## config.mk

```make
export PLATFORM = sky130hd
export DESIGN_NAME = mult_div_unit
export DESIGN_NICKNAME = d
export VERILOG_FILES = /design/src/rtl/mult_div_unit.sv
export SDC_FILE = /design/constraint.sdc
export NUM_CORES = 1
export LEC_CHECK = 0
export CAP_MARGIN = 0
export CORE_MARGIN = 5
export CORE_UTILIZATION = 40
export DETAILED_ROUTE_END_ITERATION = 12
export SLEW_MARGIN = 20
export SYNTH_ARGS = -nofsm -noshare
export SYNTH_HDL_FRONTEND = slang
export SYNTH_SLANG_ARGS = --single-unit
export TNS_END_PERCENT = 30
```

## constraint.sdc

```tcl
create_clock -name clk -period 4.35 [get_ports clk]
set_input_delay 0.87 -clock clk [delete_from_list [all_inputs] [get_ports clk]]
set_output_delay 0.87 -clock clk [all_outputs]
set_load 0.01 [all_outputs]
```

## src/rtl/mult_div_unit.sv

```systemverilog
// Iterative HI/LO multiply/divide unit: 32-step shift-add multiply and restoring divide.
// Operand B arrives one cycle after start and is captured in CAPB.
module mult_div_unit #(
  parameter int unsigned WIDTH = 32
) (
  input  logic             clk,
  input  logic             rst_n,
  input  logic             start,
  input  logic [1:0]       op,
  input  logic [WIDTH-1:0] op_a,
  input  logic [WIDTH-1:0] op_b,
  input  logic             hi_we,
  input  logic             lo_we,
  input  logic [WIDTH-1:0] wdata,
  output logic             busy,
  output logic             done,
  output logic             div_zero,
  output logic [WIDTH-1:0] hi,
  output logic [WIDTH-1:0] lo
);

  localparam int unsigned CntW = $clog2(WIDTH);

  typedef enum logic [1:0] {StIdle, StCapb, StCalc, StDone} state_e;

  state_e               state_q;
  logic [1:0]           op_q;
  logic [WIDTH-1:0]     a_q;
  logic [WIDTH-1:0]     div_q;
  logic [2*WIDTH-1:0]   acc_q;
  logic                 neg_q_q;
  logic                 neg_r_q;
  logic                 bzero_q;
  logic [CntW-1:0]      cnt_q;
  logic                 busy_q;
  logic                 done_q;
  logic                 div_zero_q;
  logic [WIDTH-1:0]     hi_q;
  logic [WIDTH-1:0]     lo_q;

  logic                 signed_op;
  logic                 is_div;
  logic                 a_neg;
  logic                 b_neg;
  logic [WIDTH-1:0]     a_mag;
  logic [WIDTH-1:0]     b_mag;
  logic [WIDTH:0]       mul_sum;
  logic [2*WIDTH-1:0]   mul_next;
  logic [WIDTH+1:0]     div_diff;
  logic [2*WIDTH-1:0]   div_next;
  logic [2*WIDTH-1:0]   acc_next;
  logic [2*WIDTH-1:0]   prod_res;
  logic [WIDTH-1:0]     quot_res;
  logic [WIDTH-1:0]     rem_res;
  logic [WIDTH-1:0]     res_hi;
  logic [WIDTH-1:0]     res_lo;

  // Magnitudes are taken in CAPB, when a_q is latched and op_b is valid.
  always_comb begin
    signed_op = ~op_q[0];
    is_div    = op_q[1];
    a_neg     = signed_op & a_q[WIDTH-1];
    b_neg     = signed_op & op_b[WIDTH-1];
    a_mag     = a_neg ? -a_q : a_q;
    b_mag     = b_neg ? -op_b : op_b;
  end

  // One iteration of each algorithm; acc holds {upper, lower} in both cases.
  always_comb begin
    mul_sum  = {1'b0, acc_q[2*WIDTH-1:WIDTH]} + (acc_q[0] ? {1'b0, div_q} : '0);
    mul_next = {mul_sum, acc_q[WIDTH-1:1]};
    div_diff = {1'b0, acc_q[2*WIDTH-1:WIDTH-1]} - {2'b00, div_q};
    if (div_diff[WIDTH+1]) begin
      div_next = {acc_q[2*WIDTH-2:0], 1'b0};
    end else begin
      div_next = {div_diff[WIDTH-1:0], acc_q[WIDTH-2:0], 1'b1};
    end
    acc_next = is_div ? div_next : mul_next;
  end

  always_comb begin
    prod_res = neg_q_q ? -acc_next : acc_next;
    quot_res = neg_q_q ? -acc_next[WIDTH-1:0] : acc_next[WIDTH-1:0];
    rem_res  = neg_r_q ? -acc_next[2*WIDTH-1:WIDTH] : acc_next[2*WIDTH-1:WIDTH];
    res_hi   = prod_res[2*WIDTH-1:WIDTH];
    res_lo   = prod_res[WIDTH-1:0];
    if (is_div) begin
      if (bzero_q) begin
        res_hi = a_q;
        res_lo = '1;
      end else begin
        res_hi = rem_res;
        res_lo = quot_res;
      end
    end
  end

  always_ff @(posedge clk or negedge rst_n) begin
    if (!rst_n) begin
      state_q    <= StIdle;
      op_q       <= 2'b00;
      a_q        <= '0;
      div_q      <= '0;
      acc_q      <= '0;
      neg_q_q    <= 1'b0;
      neg_r_q    <= 1'b0;
      bzero_q    <= 1'b0;
      cnt_q      <= '0;
      busy_q     <= 1'b0;
      done_q     <= 1'b0;
      div_zero_q <= 1'b0;
      hi_q       <= '0;
      lo_q       <= '0;
    end else begin
      unique case (state_q)
        StIdle: begin
          if (hi_we) hi_q <= wdata;
          if (lo_we) lo_q <= wdata;
          if (start) begin
            op_q    <= op;
            a_q     <= op_a;
            busy_q  <= 1'b1;
            state_q <= StCapb;
          end
        end
        StCapb: begin
          div_q   <= b_mag;
          acc_q   <= {{WIDTH{1'b0}}, a_mag};
          neg_q_q <= a_neg ^ b_neg;
          neg_r_q <= a_neg;
          bzero_q <= is_div & (op_b == '0);
          cnt_q   <= '0;
          state_q <= StCalc;
        end
        StCalc: begin
          acc_q <= acc_next;
          cnt_q <= cnt_q + 1'b1;
          if (cnt_q == CntW'(WIDTH - 1)) begin
            hi_q       <= res_hi;
            lo_q       <= res_lo;
            done_q     <= 1'b1;
            div_zero_q <= bzero_q;
            state_q    <= StDone;
          end
        end
        StDone: begin
          done_q     <= 1'b0;
          div_zero_q <= 1'b0;
          busy_q     <= 1'b0;
          state_q    <= StIdle;
        end
        default: state_q <= StIdle;
      endcase
    end
  end

  assign busy     = busy_q;
  assign done     = done_q;
  assign div_zero = div_zero_q;
  assign hi       = hi_q;
  assign lo       = lo_q;

endmodule

```

==> summary.md <==
| Metric | Value |
|---|---|
| Status | `complete, no violations` |
| Area post-placement | `23000 um^2` |
| Post-route DRC | `0` |
| Post-Synth XOR/XNOR Area | `8.15%` |
| CTS tree | `done` |
| Design area | `24900 um^2` |
| Critical path's slowest cell | `or4_4` |
| Post-synth cell types | `104` |
| Starting density of the core | `40.4%` |
| Worst setup startpoint | `acc_q[60]` |
| Critical Path Sink Type | `flip-flop` |
| Clock share of power | `9.5%` |
| DR WL/cell | `24.0 um` |
| Most common cell after layout, fill and taps aside | `buf_4` |
| Min Tclk post-route | `4.31 ns` |
| Largest family of logic cells by synthesized area | `compound AO/OA/AOI/OAI gates` |
| Post-synth EDFFs | `0` |
| Met2 global-route usage | `47.2%` |
| Fmax | `232 MHz` |
| Leak | `0.0105 uW` |
| Buf/Inv on CP | `6` |
| Vias in the first global route | `19.3k` |
| Logic pwr share | `74.9%` |
| Num CTS Buffers | `28` |
| Total of max-cap violations | `0` |
| Register area | `5190 um^2` |
| Syn. warnings | `0` |
| Most frequent cell on the critical path | `buf_4` |
| Sw Share | `51.8%` |
| PortBufs | `169` |
| Total gr overflow | `0` |
| # H-tree levels | `1` |
| Top cell type by total area after synthesis | `dfrtp_1` |
| Rows | `78` |
| Synth Net Count | `2498` |
| Min Hold Slack | `0.271 ns` |
| R2R Path Start | `acc_q[60]` |
| Root Driver | `clkbuf_16` |
| Worst Path Required | `4.80 ns` |
| CP cell instances | `ha_1, and4_4, a2111oi_4, buf_4, buf_4, buf_4, and2_4, buf_12, buf_4, a41o_1, o32ai_4, buf_4, or4_4, or2_1, o41ai_2, xnor2_1, nor2_1, o22ai_1` |
| Kind of critical path | `flip-flop to flip-flop` |
| Area grow syn2layout | `36.3%` |
| Max-slew headroom | `29.8%` |
| Simple-Gate Fraction of Synth Area | `18.7%` |
| Die area | `50100 um^2` |
| Hold crit path type | `input pin to async pin` |
| Starting DRT DRC Count | `2074` |
| CTS Buffer Depth | `3` |
| DR vias | `20.0k` |
| Drt pass-1 iters | `6` |
| Total number of cells along the worst setup path | `18` |
| RSZ-0062 raised after global routing | `yes` |
| Synth top area cells | `dfrtp_1 (28%), o21ai_0 (5.4%), nand2_1 (5.3%)` |
| Slew Limit Fails | `0` |
| Clock skew | `0.0280 ns` |
| Setup crit end | `hi[17]` |
| Top FF cell, synth | `dfrtp_1` |
| Fraction of synthesized area in multiplexers | `5.17%` |
| Final WL | `81300 um` |
| Clk_lat worst skew | `0.59 ns` |
| Multi-input gate area | `12800 um^2` |
| Compound-Gate Fraction of Synth Area | `28.1%` |
| Tcrit/Tclk final | `99.2%` |
| GRT Overall Usage | `30.8%` |
| Worst Tran Pin Value | `1.05 ns` |
| Peak supply drop | `0.000789 V` |
| Hold-fix buffers at CTS | `0` |
| Clk slew on worst S/H paths | `0.06 ns` |
| First-pass GRT wire length | `120000 um` |
| Post-synthesis register bit count | `207` |
| Die X | `224 um` |
| Asr flop ratio synth | `100%` |
| ANT cells | `0` |
| Fin. Hold Viols | `0` |
| Die H | `224 um` |
| Core Area | `45300 um^2` |
| Share of cells above drive strength 1 | `23.1%` |
| Most frequent cells in the layout | `buf_4 (377), nand2_1 (255), dfrtp_1 (204), o21ai_0 (194), a21oi_1 (178)` |
| R2r endpoint | `hi[17]` |
| IO Count | `170` |
| Critical Path AT | `4.77 ns` |
| Post-synthesis average cell area | `7.88 um^2` |
| Filler cells | `4314` |
| Antenna violations before repair | `3` |
| Yosys top cell area share | `28.3%` |
| Met1 Track Usage GR | `43.4%` |
| DR vias/cell | `5.91` |
| Met3 Use GR | `6.39%` |
| R2R setup slack | `0.04 ns` |
| Seq/Total Area, Yosys | `28.3%` |
| Dpl hpwl | `63500 um` |
| RD Place Congestion | `0.986` |
| Setup crit start kind | `flip-flop` |
| Grt peak-use layer | `met2` |
| Int Pwr | `12500 uW` |
| Setup-failing EPs final | `0` |
| Post-route ant nets | `0` |
| Max incr delay on CP | `0.50 ns` |
| Maximum number of pins on one net before global-route repair | `97` |
| Top delay family on crit path | `simple AND/OR/NAND/NOR gates` |
| Synth Cell Area | `18300 um^2` |
| Critical Path Fanout Max | `12` |
| Clock sink total | `207` |
| Power Density | `1040 nW/um^2` |
| Mapped Cells | `2319` |
| Reg power frac | `15.6%` |
| Worst r2r path cells | `18` |
| Total power draw | `25800 uW` |
| Adder-cell area share of the yosys netlist | `5.28%` |
| Final net count | `2946` |
| Net switching power figure | `13400 uW` |
==> cell type report <==
cell class	instances	area share (%)
multi-input cells	1829	51.3
flip-flops and latches	207	20.8
repair buffers	557	18.9
clock buffers	39	3.18
well taps	600	3.01
inverters	144	2.17
clock inverters	13	0.633
==> sequential cells by signal, indices dropped and copies added (netlist names) <==
register,cells
acc_q,64
a_q,32
div_q,32
hi,32
lo,32
cnt_q,5
op_q,2
state_q,2
busy,1
bzero_q,1
div_zero,1
done,1
neg_q_q,1
neg_r_q,1
==> metal layers <==
layer	share of wire, %	vias to the layer above
li1	-	9354
met1	43	9736
met5	0.017	-
met3	8.4	163
met2	44	762
met4	4.1	4
==> worst min-delay path by stage <==
stage,depth (start not counted),endpoint,start
final,1,cnt_q[0],rst_n
after global routing,1,cnt_q[0],rst_n
after CTS,1,cnt_q[0],rst_n
after detailed placement,2,lo[17],lo[17]
after global placement,2,lo[6],lo[6]
after floorplan,1,a_q[28],a_q[28]
==> timing repair <==
item | in CTS | in global routing
gates resized for setup | 18 | 124
endpoints found under the setup margin | 14 | 28
buffers inserted | 2 | 22
pin swaps | 7 | 56
==> cells by family after synthesis <==
| family | count (synthesis) |
|---|---|
| compound gates | 786 |
| xor+xnor | 170 |
| fa+ha+maj | 76 |
| buf+inv | 283 |
| flops | 207 |
| mux | 89 |
| simple gates | 708 |
==> per-stage QoR <==
step	cells	setup slack, ns	setup TNS, ns	utilization (%)
2_1_floorplan	2319	0.0297	0	-
3_3_place_gp	3314	-0.0947	-0.340	50.7
5_1_grt	3389	-0.114	-0.785	55.0
3_5_place_dp	3314	-0.362	-2.34	50.7
4_1_cts	3368	-0.0179	-0.0179	53.1
6_report	3389	0.0352	0	55.0
==> cell usage after synthesis, drive strengths merged (11+ instances only) <==
| library cell | count |
|---|---|
| dfrtp | 207 |
| nand2b | 13 |
| o31ai | 32 |
| nand3 | 28 |
| nor3 | 57 |
| o211ai | 54 |
| a211oi | 22 |
| o22ai | 72 |
| mux2 | 43 |
| and3 | 15 |
| a21o | 17 |
| nor4 | 22 |
| a21boi | 11 |
| nand2 | 259 |
| nor2b | 14 |
| xor2 | 77 |
| a21oi | 198 |
| o221ai | 13 |
| and2 | 47 |
| o21a | 16 |
| or3 | 22 |
| mux2i | 46 |
| nand4 | 29 |
| o41ai | 16 |
| clkbuf | 95 |
| a31oi | 26 |
| o21ai | 212 |
| buf | 44 |
| nor2 | 158 |
| ha | 74 |
| inv | 140 |
| xnor2 | 93 |
==> power by group through the flow <==
stage          Sequential (uW)  Clock [uW]  Combinational [uW]
2_1_floorplan             3640           0               10000
3_3_place_gp              3980           0               17600
3_5_place_dp              3990           0               17700
4_1_cts                   3970        2480               17900
5_1_grt                   4140        2560               20600
6_report                  4030        2450               19400
No activity file was read; power rests on OpenSTA's default activity.
